File: src/rtl/e1_rx_mode_ctrl.sv
// ---------------------------------------------------------------------------
// e1_rx_mode_ctrl
//   Supervisor for the E1 RX deframer. It chooses between CRC-4 multiframe
//   and non-CRC-4 framing, and drives the deframer mode and reset inputs.
//   In auto mode it tries CRC-4 multiframe alignment first. If that fails
//   for TIMEOUT_MS it falls back to non-CRC-4, following G.706 Annex B
//   interworking. It also keeps saturating error counters that can be
//   snapshotted for the status layer.
//
//   Optional feature macro: E1_RX_CRC_RATE_MON_EN
//     When it is defined, a CRC error-rate monitor runs while in LOCK_MF.
//     If a window of WINDOW_MS ticks sees more than CRC_LIMIT CRC errors,
//     the block forces a CRC-4 realignment and pulses the deframer reset.
//     When it is undefined, stat_crc_excess_o is always 0.
//
// Ports
//   clk_i, rst_i          clock, synchronous active-high reset
//   cfg_mode_i[1:0]       00/11 auto, 01 force non-CRC-4, 10 force CRC-4
//   tick_ms_i             1-cycle strobe per millisecond
//   df_aligned_i          deframer aligned status
//   df_err_*_i            deframer error pulses (crc, mfa, fas, nfas)
//   df_mode_mf_o          deframer multiframe-mode control
//   df_rst_o              deframer reset pulse (one cycle per mode change)
//   stat_lock_o           locked (LOCK_MF or LOCK_NOMF)
//   stat_crc4_o           locked in CRC-4 multiframe mode
//   stat_fallback_o       auto mode fell back to non-CRC-4 (sticky)
//   stat_snap_i           latch live counters into stat_cnt_*_o and clear them
//   stat_cnt_{crc,mfa,fas}_o  snapshot counters (fas includes nfas)
//   stat_crc_excess_o     1-cycle pulse on CRC rate violation
// ---------------------------------------------------------------------------
module e1_rx_mode_ctrl #(
  parameter int unsigned TIMEOUT_MS = 400,
  parameter int unsigned CNT_W      = 16
`ifdef E1_RX_CRC_RATE_MON_EN
  ,
  parameter int unsigned WINDOW_MS  = 1000,
  parameter int unsigned CRC_LIMIT  = 914
`endif
) (
  input  logic             clk_i,
  input  logic             rst_i,
  input  logic [1:0]       cfg_mode_i,
  input  logic             tick_ms_i,
  input  logic             df_aligned_i,
  input  logic             df_err_crc_i,
  input  logic             df_err_mfa_i,
  input  logic             df_err_fas_i,
  input  logic             df_err_nfas_i,
  output logic             df_mode_mf_o,
  output logic             df_rst_o,
  output logic             stat_lock_o,
  output logic             stat_crc4_o,
  output logic             stat_fallback_o,
  input  logic             stat_snap_i,
  output logic [CNT_W-1:0] stat_cnt_crc_o,
  output logic [CNT_W-1:0] stat_cnt_mfa_o,
  output logic [CNT_W-1:0] stat_cnt_fas_o,
  output logic             stat_crc_excess_o
);

  typedef enum logic [2:0] {
    S_INIT      = 3'd0,
    S_TRY_MF    = 3'd1,
    S_LOCK_MF   = 3'd2,
    S_TRY_NOMF  = 3'd3,
    S_LOCK_NOMF = 3'd4
  } state_e;

  localparam int unsigned TMR_W = $clog2(TIMEOUT_MS + 1);
  localparam logic [TMR_W-1:0] TMR_LAST = TMR_W'(TIMEOUT_MS - 1);

  // The deframer runs in multiframe mode in every CRC-4 state, and also in INIT.
  function automatic logic mode_mf(input state_e s);
    return (s == S_INIT) || (s == S_TRY_MF) || (s == S_LOCK_MF);
  endfunction

  // Saturating add of 0..2 events to a counter.
  function automatic logic [CNT_W-1:0] sat_add(input logic [CNT_W-1:0] a,
                                               input logic [1:0]       inc);
    logic [CNT_W:0] sum;
    sum = {1'b0, a} + {{(CNT_W-1){1'b0}}, inc};
    if (sum[CNT_W]) begin
      return {CNT_W{1'b1}};
    end else begin
      return sum[CNT_W-1:0];
    end
  endfunction

  state_e            state_q, state_d;
  logic [TMR_W-1:0]  timer_q, timer_d;
  logic [1:0]        ign_q, ign_d;
  logic              df_mode_mf_q, df_rst_q;
  logic              stat_lock_q, stat_crc4_q, stat_fallback_q, stat_fallback_d;
  logic              stat_crc_excess_q;
  logic [CNT_W-1:0]  live_crc_q, live_mfa_q, live_fas_q;
  logic [CNT_W-1:0]  snap_crc_q, snap_mfa_q, snap_fas_q;
  logic [CNT_W-1:0]  add_crc_s, add_mfa_s, add_fas_s;

  logic force_nomf_s, force_mf_s;
  logic align_ok_s, lock_ok_s, drop_s, timeout_s;
  logic restart_s, set_fb_s, force_rst_s, excess_s;
  logic crc_excess_s;

  assign force_nomf_s = (cfg_mode_i == 2'b01);
  assign force_mf_s   = (cfg_mode_i == 2'b10);

  // While df_rst is high, and for two cycles after it, the deframer status is stale.
  assign align_ok_s = !df_rst_q && (ign_q == 2'd0);
  assign lock_ok_s  = df_aligned_i && align_ok_s;
  assign drop_s     = !df_aligned_i && align_ok_s;
  assign timeout_s  = tick_ms_i && (timer_q == TMR_LAST);

`ifdef E1_RX_CRC_RATE_MON_EN
  localparam int unsigned WIN_W  = $clog2(WINDOW_MS + 1);
  localparam int unsigned WCNT_W = $clog2(CRC_LIMIT + 2);
  localparam logic [WIN_W-1:0]  WIN_LAST = WIN_W'(WINDOW_MS - 1);
  localparam logic [WCNT_W:0]   LIMIT_V  = (WCNT_W + 1)'(CRC_LIMIT);

  logic [WIN_W-1:0]  win_tmr_q;
  logic [WCNT_W-1:0] win_cnt_q;
  logic              win_end_s;
  logic [WCNT_W:0]   win_total_s;

  assign win_end_s    = (state_q == S_LOCK_MF) && tick_ms_i && (win_tmr_q == WIN_LAST);
  // An error that coincides with the window end still counts in that window.
  assign win_total_s  = {1'b0, win_cnt_q} + {{WCNT_W{1'b0}}, df_err_crc_i};
  assign crc_excess_s = win_end_s && (win_total_s > LIMIT_V);

  // Window timer and CRC counter; only live while in LOCK_MF.
  always_ff @(posedge clk_i) begin
    if (rst_i || (state_q != S_LOCK_MF) || win_end_s) begin
      win_tmr_q <= '0;
      win_cnt_q <= '0;
    end else begin
      if (tick_ms_i) begin
        win_tmr_q <= win_tmr_q + WIN_W'(1);
      end
      if (df_err_crc_i && (win_cnt_q != {WCNT_W{1'b1}})) begin
        win_cnt_q <= win_cnt_q + WCNT_W'(1);
      end
    end
  end
`else
  assign crc_excess_s = 1'b0;
`endif

  // Next-state logic. Forced-mode mismatch wins, then lock/drop, then timeout.
  always_comb begin
    state_d     = state_q;
    restart_s   = 1'b0;
    set_fb_s    = 1'b0;
    force_rst_s = 1'b0;
    excess_s    = 1'b0;
    case (state_q)
      S_INIT: begin
        if (force_nomf_s) begin
          state_d = S_TRY_NOMF;
        end else begin
          state_d = S_TRY_MF;
        end
      end
      S_TRY_MF: begin
        if (force_nomf_s) begin
          state_d = S_TRY_NOMF;
        end else if (lock_ok_s) begin
          state_d = S_LOCK_MF;
        end else if (timeout_s) begin
          if (force_mf_s) begin
            restart_s = 1'b1;
          end else begin
            state_d  = S_TRY_NOMF;
            set_fb_s = 1'b1;
          end
        end else begin
          state_d = S_TRY_MF;
        end
      end
      S_LOCK_MF: begin
        if (force_nomf_s) begin
          state_d = S_TRY_NOMF;
        end else if (crc_excess_s) begin
          // The mode is unchanged, but the deframer still gets a reset.
          state_d     = S_TRY_MF;
          force_rst_s = 1'b1;
          excess_s    = 1'b1;
        end else if (drop_s) begin
          state_d = S_TRY_MF;
        end else begin
          state_d = S_LOCK_MF;
        end
      end
      S_TRY_NOMF: begin
        if (force_mf_s) begin
          state_d = S_TRY_MF;
        end else if (lock_ok_s) begin
          state_d = S_LOCK_NOMF;
        end else if (timeout_s) begin
          if (force_nomf_s) begin
            restart_s = 1'b1;
          end else begin
            state_d = S_TRY_MF;
          end
        end else begin
          state_d = S_TRY_NOMF;
        end
      end
      S_LOCK_NOMF: begin
        if (force_mf_s) begin
          state_d = S_TRY_MF;
        end else if (drop_s) begin
          if (force_nomf_s) begin
            state_d = S_TRY_NOMF;
          end else begin
            state_d = S_TRY_MF;
          end
        end else begin
          state_d = S_LOCK_NOMF;
        end
      end
      default: begin
        state_d = S_INIT;
      end
    endcase
  end

  // TRY timer, fallback flag, and status-ignore countdown next values.
  always_comb begin
    timer_d         = timer_q;
    stat_fallback_d = stat_fallback_q;
    ign_d           = ign_q;
    if ((state_d != state_q) || restart_s) begin
      timer_d = '0;
    end else if (tick_ms_i && ((state_q == S_TRY_MF) || (state_q == S_TRY_NOMF))) begin
      timer_d = timer_q + TMR_W'(1);
    end else begin
      timer_d = timer_q;
    end
    if (state_d == S_LOCK_MF) begin
      stat_fallback_d = 1'b0;
    end else if (set_fb_s) begin
      stat_fallback_d = 1'b1;
    end else begin
      stat_fallback_d = stat_fallback_q;
    end
    if (df_rst_q) begin
      ign_d = 2'd2;
    end else if (ign_q != 2'd0) begin
      ign_d = ign_q - 2'd1;
    end else begin
      ign_d = 2'd0;
    end
  end

  // State, timer, and registered status outputs derived from the next state.
  always_ff @(posedge clk_i) begin
    if (rst_i) begin
      state_q           <= S_INIT;
      timer_q           <= '0;
      ign_q             <= 2'd0;
      df_mode_mf_q      <= 1'b1;
      df_rst_q          <= 1'b1;
      stat_lock_q       <= 1'b0;
      stat_crc4_q       <= 1'b0;
      stat_fallback_q   <= 1'b0;
      stat_crc_excess_q <= 1'b0;
    end else begin
      state_q           <= state_d;
      timer_q           <= timer_d;
      ign_q             <= ign_d;
      df_mode_mf_q      <= mode_mf(state_d);
      // Reset the deframer exactly when its mode input changes, or when forced.
      df_rst_q          <= (mode_mf(state_d) != df_mode_mf_q) || force_rst_s;
      stat_lock_q       <= (state_d == S_LOCK_MF) || (state_d == S_LOCK_NOMF);
      stat_crc4_q       <= (state_d == S_LOCK_MF);
      stat_fallback_q   <= stat_fallback_d;
      stat_crc_excess_q <= excess_s;
    end
  end

  assign add_crc_s = sat_add(live_crc_q, {1'b0, df_err_crc_i});
  assign add_mfa_s = sat_add(live_mfa_q, {1'b0, df_err_mfa_i});
  assign add_fas_s = sat_add(live_fas_q, {1'b0, df_err_fas_i} + {1'b0, df_err_nfas_i});

  // Live and snapshot error counters; a snap also captures events in the same cycle.
  always_ff @(posedge clk_i) begin
    if (rst_i) begin
      live_crc_q <= '0;
      live_mfa_q <= '0;
      live_fas_q <= '0;
      snap_crc_q <= '0;
      snap_mfa_q <= '0;
      snap_fas_q <= '0;
    end else if (stat_snap_i) begin
      snap_crc_q <= add_crc_s;
      snap_mfa_q <= add_mfa_s;
      snap_fas_q <= add_fas_s;
      live_crc_q <= '0;
      live_mfa_q <= '0;
      live_fas_q <= '0;
    end else begin
      live_crc_q <= add_crc_s;
      live_mfa_q <= add_mfa_s;
      live_fas_q <= add_fas_s;
    end
  end

  assign df_mode_mf_o      = df_mode_mf_q;
  assign df_rst_o          = df_rst_q;
  assign stat_lock_o       = stat_lock_q;
  assign stat_crc4_o       = stat_crc4_q;
  assign stat_fallback_o   = stat_fallback_q;
  assign stat_crc_excess_o = stat_crc_excess_q;
  assign stat_cnt_crc_o    = snap_crc_q;
  assign stat_cnt_mfa_o    = snap_mfa_q;
  assign stat_cnt_fas_o    = snap_fas_q;

endmodule
File: config.mk
export PLATFORM = sky130hd
export DESIGN_NAME = e1_rx_mode_ctrl
export DESIGN_NICKNAME = d
export VERILOG_FILES = /design/src/rtl/e1_rx_mode_ctrl.sv
export SDC_FILE = /design/constraint.sdc
export NUM_CORES = 1
export LEC_CHECK = 0
export CAP_MARGIN = 20
export CORE_UTILIZATION = 42
export DETAILED_ROUTE_END_ITERATION = 8
export PLACE_DENSITY_LB_ADDON = 0.3
export SETUP_SLACK_MARGIN = 0.5
export SLEW_MARGIN = 20
export SYNTH_ARGS = -nofsm -noshare
export SYNTH_HDL_FRONTEND = slang
export SYNTH_SLANG_ARGS = --single-unit
File: constraint.sdc
create_clock -name clk_i -period 4.9 [get_ports clk_i]
set_input_delay 0.98 -clock clk_i [delete_from_list [all_inputs] [get_ports clk_i]]
set_output_delay 0.98 -clock clk_i [all_outputs]
set_load 0.01 [all_outputs]
== After elaboration in Yosys (flattened, before gate mapping) ==
Index checks and enable logic that the tools add are counted.
Word-level totals
  register bits after elaboration: 115
  input bits: 11
  output and inout port bits: 54
Cells by class
  add/subtract/negate cells: 6
  equal/unequal tests: 12
  muxes and demuxes: 33
  bitwise gates (word level): 1
  reduce and logical (&&, ||, !) cells: 20
Operators with widths (number)
  $mux 16: 3
  $add 16x1->17: 2
  $mux 3: 10
  $add 16x2->17: 1
  $pmux 3 s5: 1
  $mux 1: 13
  $mux 2: 5
  $add 9x1->9 const B: 1
  $eq 3x2->1 const B: 3
  $eq 9x9->1 const B: 1
  $eq 3x1->1 const B: 2
  $eq 3x3->1 const B: 2
  $logic_not 3->1: 2
  $reduce_or 2->1: 3
  $logic_and 1x1->1: 5
  $logic_or 1x1->1: 5
  $ne 3x3->1: 1
  $reduce_or 3->1: 1
  $add 1x1->2: 1
  $eq 2x1->1 const B: 1
  $eq 2x2->1 const B: 1
  $logic_not 1->1: 2
  $logic_not 2->1: 1
  $pmux 1 s2: 1
  4 further kinds: 4

== Longest topological paths before layout ==
  word-level depth: 10
  depth in mapped cells: 10
  depth with buffers taken out: 9

== Worst setup path after synthesis ==
No wires, ideal clock.
  path kind: input-to-reg
  start: in df_err_fas_i
  end: reg snap_fas_q[13] (netlist: stat_cnt_fas_o[13])
  setup time: 0.086 ns
  data arrival time: 2.702 ns
  data required time: 4.814 ns
  slack: 2.113 ns
  stages: 10
  path buffers: 1
  cell sequence: inv_1 fa_1 inv_1 ha_1 nand2_1 nor2_1 and3_1 clkbuf_1 nor2_1 a211oi_1
On the way
  longest elaborated chain between the ends: 3
Ends and longest elaborated chain
  start: declaration: RTL line 47  | input logic df_err_fas_i,
  $add 1x1->2: RTL line 282  | assign add_fas_s = sat_add(live_fas_q, {1'b0, df_err_fas_i} + {1'b0, df_err_nfas_i});
  $add 16x2->17: RTL line 81  | sum = {1'b0, a} + {{(CNT_W-1){1'b0}}, inc};
  $mux 16: RTL line 82  | if (sum[CNT_W]) begin
  end signal: assignment: RTL line 296  | snap_fas_q <= add_fas_s;
  end: declaration: RTL line 96  | logic [CNT_W-1:0] snap_crc_q, snap_mfa_q, snap_fas_q;
No other way between the ends.
A chain may end at the register's enable or synchronous reset.

== Worst setup path in the final report ==
  start: in df_err_fas_i
  end: reg snap_fas_q[15] (netlist: stat_cnt_fas_o[15])
The elaborated chain is that of the path after synthesis.

==> impl_metrics.csv <==
group,metric,value,unit
clock_network,postCtsSetupBuffers,0,
critical_path,crit_arrival,3580,ps
synthesis,syn_nets,598,
final_layout,most-common-layout-cells,"nor2_1 (127), dfxtp_1 (115), clkdlybuf4s50_1 (61)",
routing,drt-total-wl,11000,um
routing,drt_pass1_iterations,4,
critical_path,start_kind,"primary input",
floorplan,dieHeight,111,um
sta,fin_crit,3270,ps
clock_network,cts_tree,"done",
synthesis,seq_area_frac_synth,46.2,%
global_routing,gr-total-overflow,0,
synthesis,ys_ff_latch,115,
run_status,status,"completed",
routing,wl_per_cell,13.9,um
critical_path,r2r_end,"stat_cnt_fas_o[15]$_SDFFE_PP0P_",
floorplan,io_pins,65,
critical_path,cp_common_cell,"inv_1",
critical_path,crit_slowest_cell,"nand3_1",
global_routing,grt_max_degree,99,
sta,fmax,306,MHz
sta,maxSlewViolCount,0,
power_and_ir_drop,power_density,377,nW/um^2
routing,drt_iter0_drc,188,
global_routing,grtUsageTotal,18.7,%
clock_network,clockBufferDepth,2,
placement,portBuffers,63,
clock_network,post_cts_resized,0,
clock_network,cts-root-buf,"clkbuf_16",
placement,placed_cells,758,
global_routing,grt_pass1_wl,18900,um
critical_path,critPathMaxStageDelay,480,ps
floorplan,die_x,111,um
clock_network,htreeDepth,4,
final_layout,num_antenna_cells,0,
critical_path,r2r_setup_slack,2420,ps
placement,place_hpwl,7070,um
final_layout,final_common_cell,"nor2_1",
global_routing,antenna_found_initial,0,
placement,gp_congestion,0.845,
sta,setup-violations-final,0,
routing,vias,4248,
power_and_ir_drop,vdd_drop_max,253,uV
floorplan,core,11500,um^2
sta,maxSlewHeadroom,37.3,%
sta,finalHoldViolCount,0,
final_layout,nNetsFinal,652,
routing,ant_nets,0,
critical_path,end_kind,"register",
sta,worst_pin_slew,941,ps
clock_network,insertion_delay,410,ps
final_layout,final_layout_size_suffix_gt1_share,7.26,%
critical_path,path_max_fanout,14,
sta,fin_skew,6.16,ps
clock_network,ctsHoldBuffers,0,
clock_network,path_clk_slew,50,ps
worst_hold_path,min_delay_path_depth,2,
routing,drc,0,
placement,dpl_worst_slack,1250,ps
synthesis,syn-instance-count,580,
clock_network,numCtsBuffers,17,
final_layout,area_growth,25.8,%
final_layout,multi_input_area,2480,um^2
routing,avgViaCountPerCell,5.38,
sta,grt_setup_unrepaired,"false",
global_routing,use_met1,23.3,%
global_routing,busiest_layer,"met2",
final_layout,seqCellArea,2300,um^2
synthesis,ys_types,51,
worst_hold_path,holdCritStartpoint,"stat_cnt_crc_o[15]$_SDFFE_PP0P_",
critical_path,cp-startpoint,"df_err_fas_i",
global_routing,grt_use_met2,30.6,%
critical_path,crit_type,"in -> reg",
synthesis,syn_area,4980,um^2
critical_path,crit_path_cell_trace,"clkdlybuf4s50_1 > inv_1 > fa_1 > inv_1 > ha_1 > nand2_1 > nor2_1 > nand3_1 > a311oi_1",
critical_path,cp.required,5210,ps
global_routing,grtUsageMet3,5.08,%
sta,setup_tns,0,ps
floorplan,placementRows,39,
placement,place_area,5680,um^2
synthesis,avgSynthCellArea,8.58,um^2
critical_path,reg2reg_from,"live_fas_q[0]$_SDFF_PP0_",
final_layout,final_cells,790,
synthesis,synth_edf_count,0,
floorplan,dieArea,12300,um^2
sta,timing.final.ws_setup,1630,ps
worst_hold_path,hold_path_class,"reg -> reg",
synthesis,ys_warn_count,0,
final_layout,design_area,6260,um^2
global_routing,first_global_vias,4142,
synthesis,async_reset_ff_share,0,%
worst_hold_path,holdPathEnd,"stat_cnt_crc_o[15]$_SDFFE_PP0P_",
flow_run,cap_violations,0,
sta,timing.final.crit_share,66.7,%
critical_path,reg2reg_depth,8,
power_and_ir_drop,leakage,0.00221,uW
floorplan,initial_utilization,43.4,%
final_layout,fillCellCount,1046,
clock_network,clkSinkCount,115,
synthesis,synthFlopType,"dfxtp_1",
-- Yosys cell counts, types with 2 or more instances --
cell	number	share of area [%]
nor4b_1	3	0.53
nand3_1	22	2.2
o21ai_0	5	0.50
a211oi_1	43	6.5
o211ai_1	3	0.45
nor4_1	13	1.6
or4_1	4	0.60
nor2_1	127	9.6
nor3b_1	2	0.30
nor2b_1	5	0.63
buf_1	3	0.23
dfxtp_1	115	46
a311oi_1	9	1.6
a31oi_1	4	0.50
nand3b_1	5	0.75
nor3_1	19	1.9
clkbuf_1	26	2.0
a21oi_1	20	2.0
ha_1	6	1.5
nand4_1	9	1.1
or2_2	3	0.38
o211a_1	2	0.40
nand2b_1	8	1.0
and3b_1	3	0.53
mux2i_1	6	1.2
xor2_1	15	2.6
and4_1	3	0.53
nand2_1	20	1.5
and3_1	10	1.3
xnor2_1	24	4.2
nor4_2	2	0.50
or3_1	5	0.63
buf_2	3	0.30
inv_1	16	1.2
-- area by class of cell --
type / instances / share of cell area (%)
multi-input combinational: 416 / 39.7
sequential: 115 / 36.8
timing repair buffer: 68 / 10.5
clock buffer: 19 / 7.07
tap: 143 / 2.86
clock inverter: 13 / 2.18
inverter: 16 / 0.959
-- worst max-delay path: cells and delay by family --
family | cells | cell delay, ps
and+or+nand+nor | 3 | 910
adders and majority gates | 2 | 670
buffers and inverters | 3 | 590
AOI/OAI and AO/OA | 1 | 420
-- sequential cells by signal, indices dropped and copies added, names as in the netlist, 3 cells and up --
name,flops
stat_cnt_fas_o,16
stat_cnt_crc_o,16
live_mfa_q,16
timer_q,9
stat_cnt_mfa_o,16
live_crc_q,16
live_fas_q,16
state_q,3
-- logic make-up (layout without fill, tap and decap cells) --
family / after synthesis / after routing / synth area share, %
AND/OR/NAND/NOR: 267 / 267 / 26.3
flip-flops: 115 / 115 / 46.2
AO/OA/AOI/OAI: 96 / 96 / 13.6
buffers and inverters: 49 / 116 / 3.85
XOR/XNOR: 39 / 39 / 6.86
adder cells (fa/ha/maj): 7 / 7 / 1.91
multiplexers: 6 / 6 / 1.21
other: 1 / 1 / 0.0753
-- worst max path at each step --
| stage | endpoint | slack (ps) |
|---|---|---|
| finish | stat_cnt_fas_o[15]$_SDFFE_PP0P_ | 1630 |
| global placement | stat_cnt_fas_o[0]$_SDFFE_PP0P_ | 1430 |
| global route | stat_cnt_fas_o[15]$_SDFFE_PP0P_ | 1380 |
| floorplan | stat_cnt_fas_o[13]$_SDFFE_PP0P_ | 2110 |
| CTS | stat_cnt_fas_o[15]$_SDFFE_PP0P_ | 1660 |
| detailed placement | stat_cnt_fas_o[15]$_SDFFE_PP0P_ | 1250 |
-- layer usage --
layer | share of wire [%] | up-vias
li1 | - | 2154
met3 | 3.8 | 10
met2 | 46 | 84
met4 | 1.5 | 0
met5 | 0 | -
met1 | 49 | 2000
-- stage by stage --
step           power, uW  utilization, %  hold WS (ps)
6_report            2360            54.6           476
5_1_grt             2450            54.6           509
4_1_cts             2380            54.6           475
3_5_place_dp        1190            49.6           465
3_3_place_gp        1190            49.6           461
2_1_floorplan       1120               -           477
-- where the power goes --
group	internal (uW)	switching (uW)	total, uW
Combinational	83.1	97.4	180
Clock	758	433	1190
Sequential	965	27.2	993
Total	1810	558	2360
Note: power is estimated with default switching activity, not from simulation.
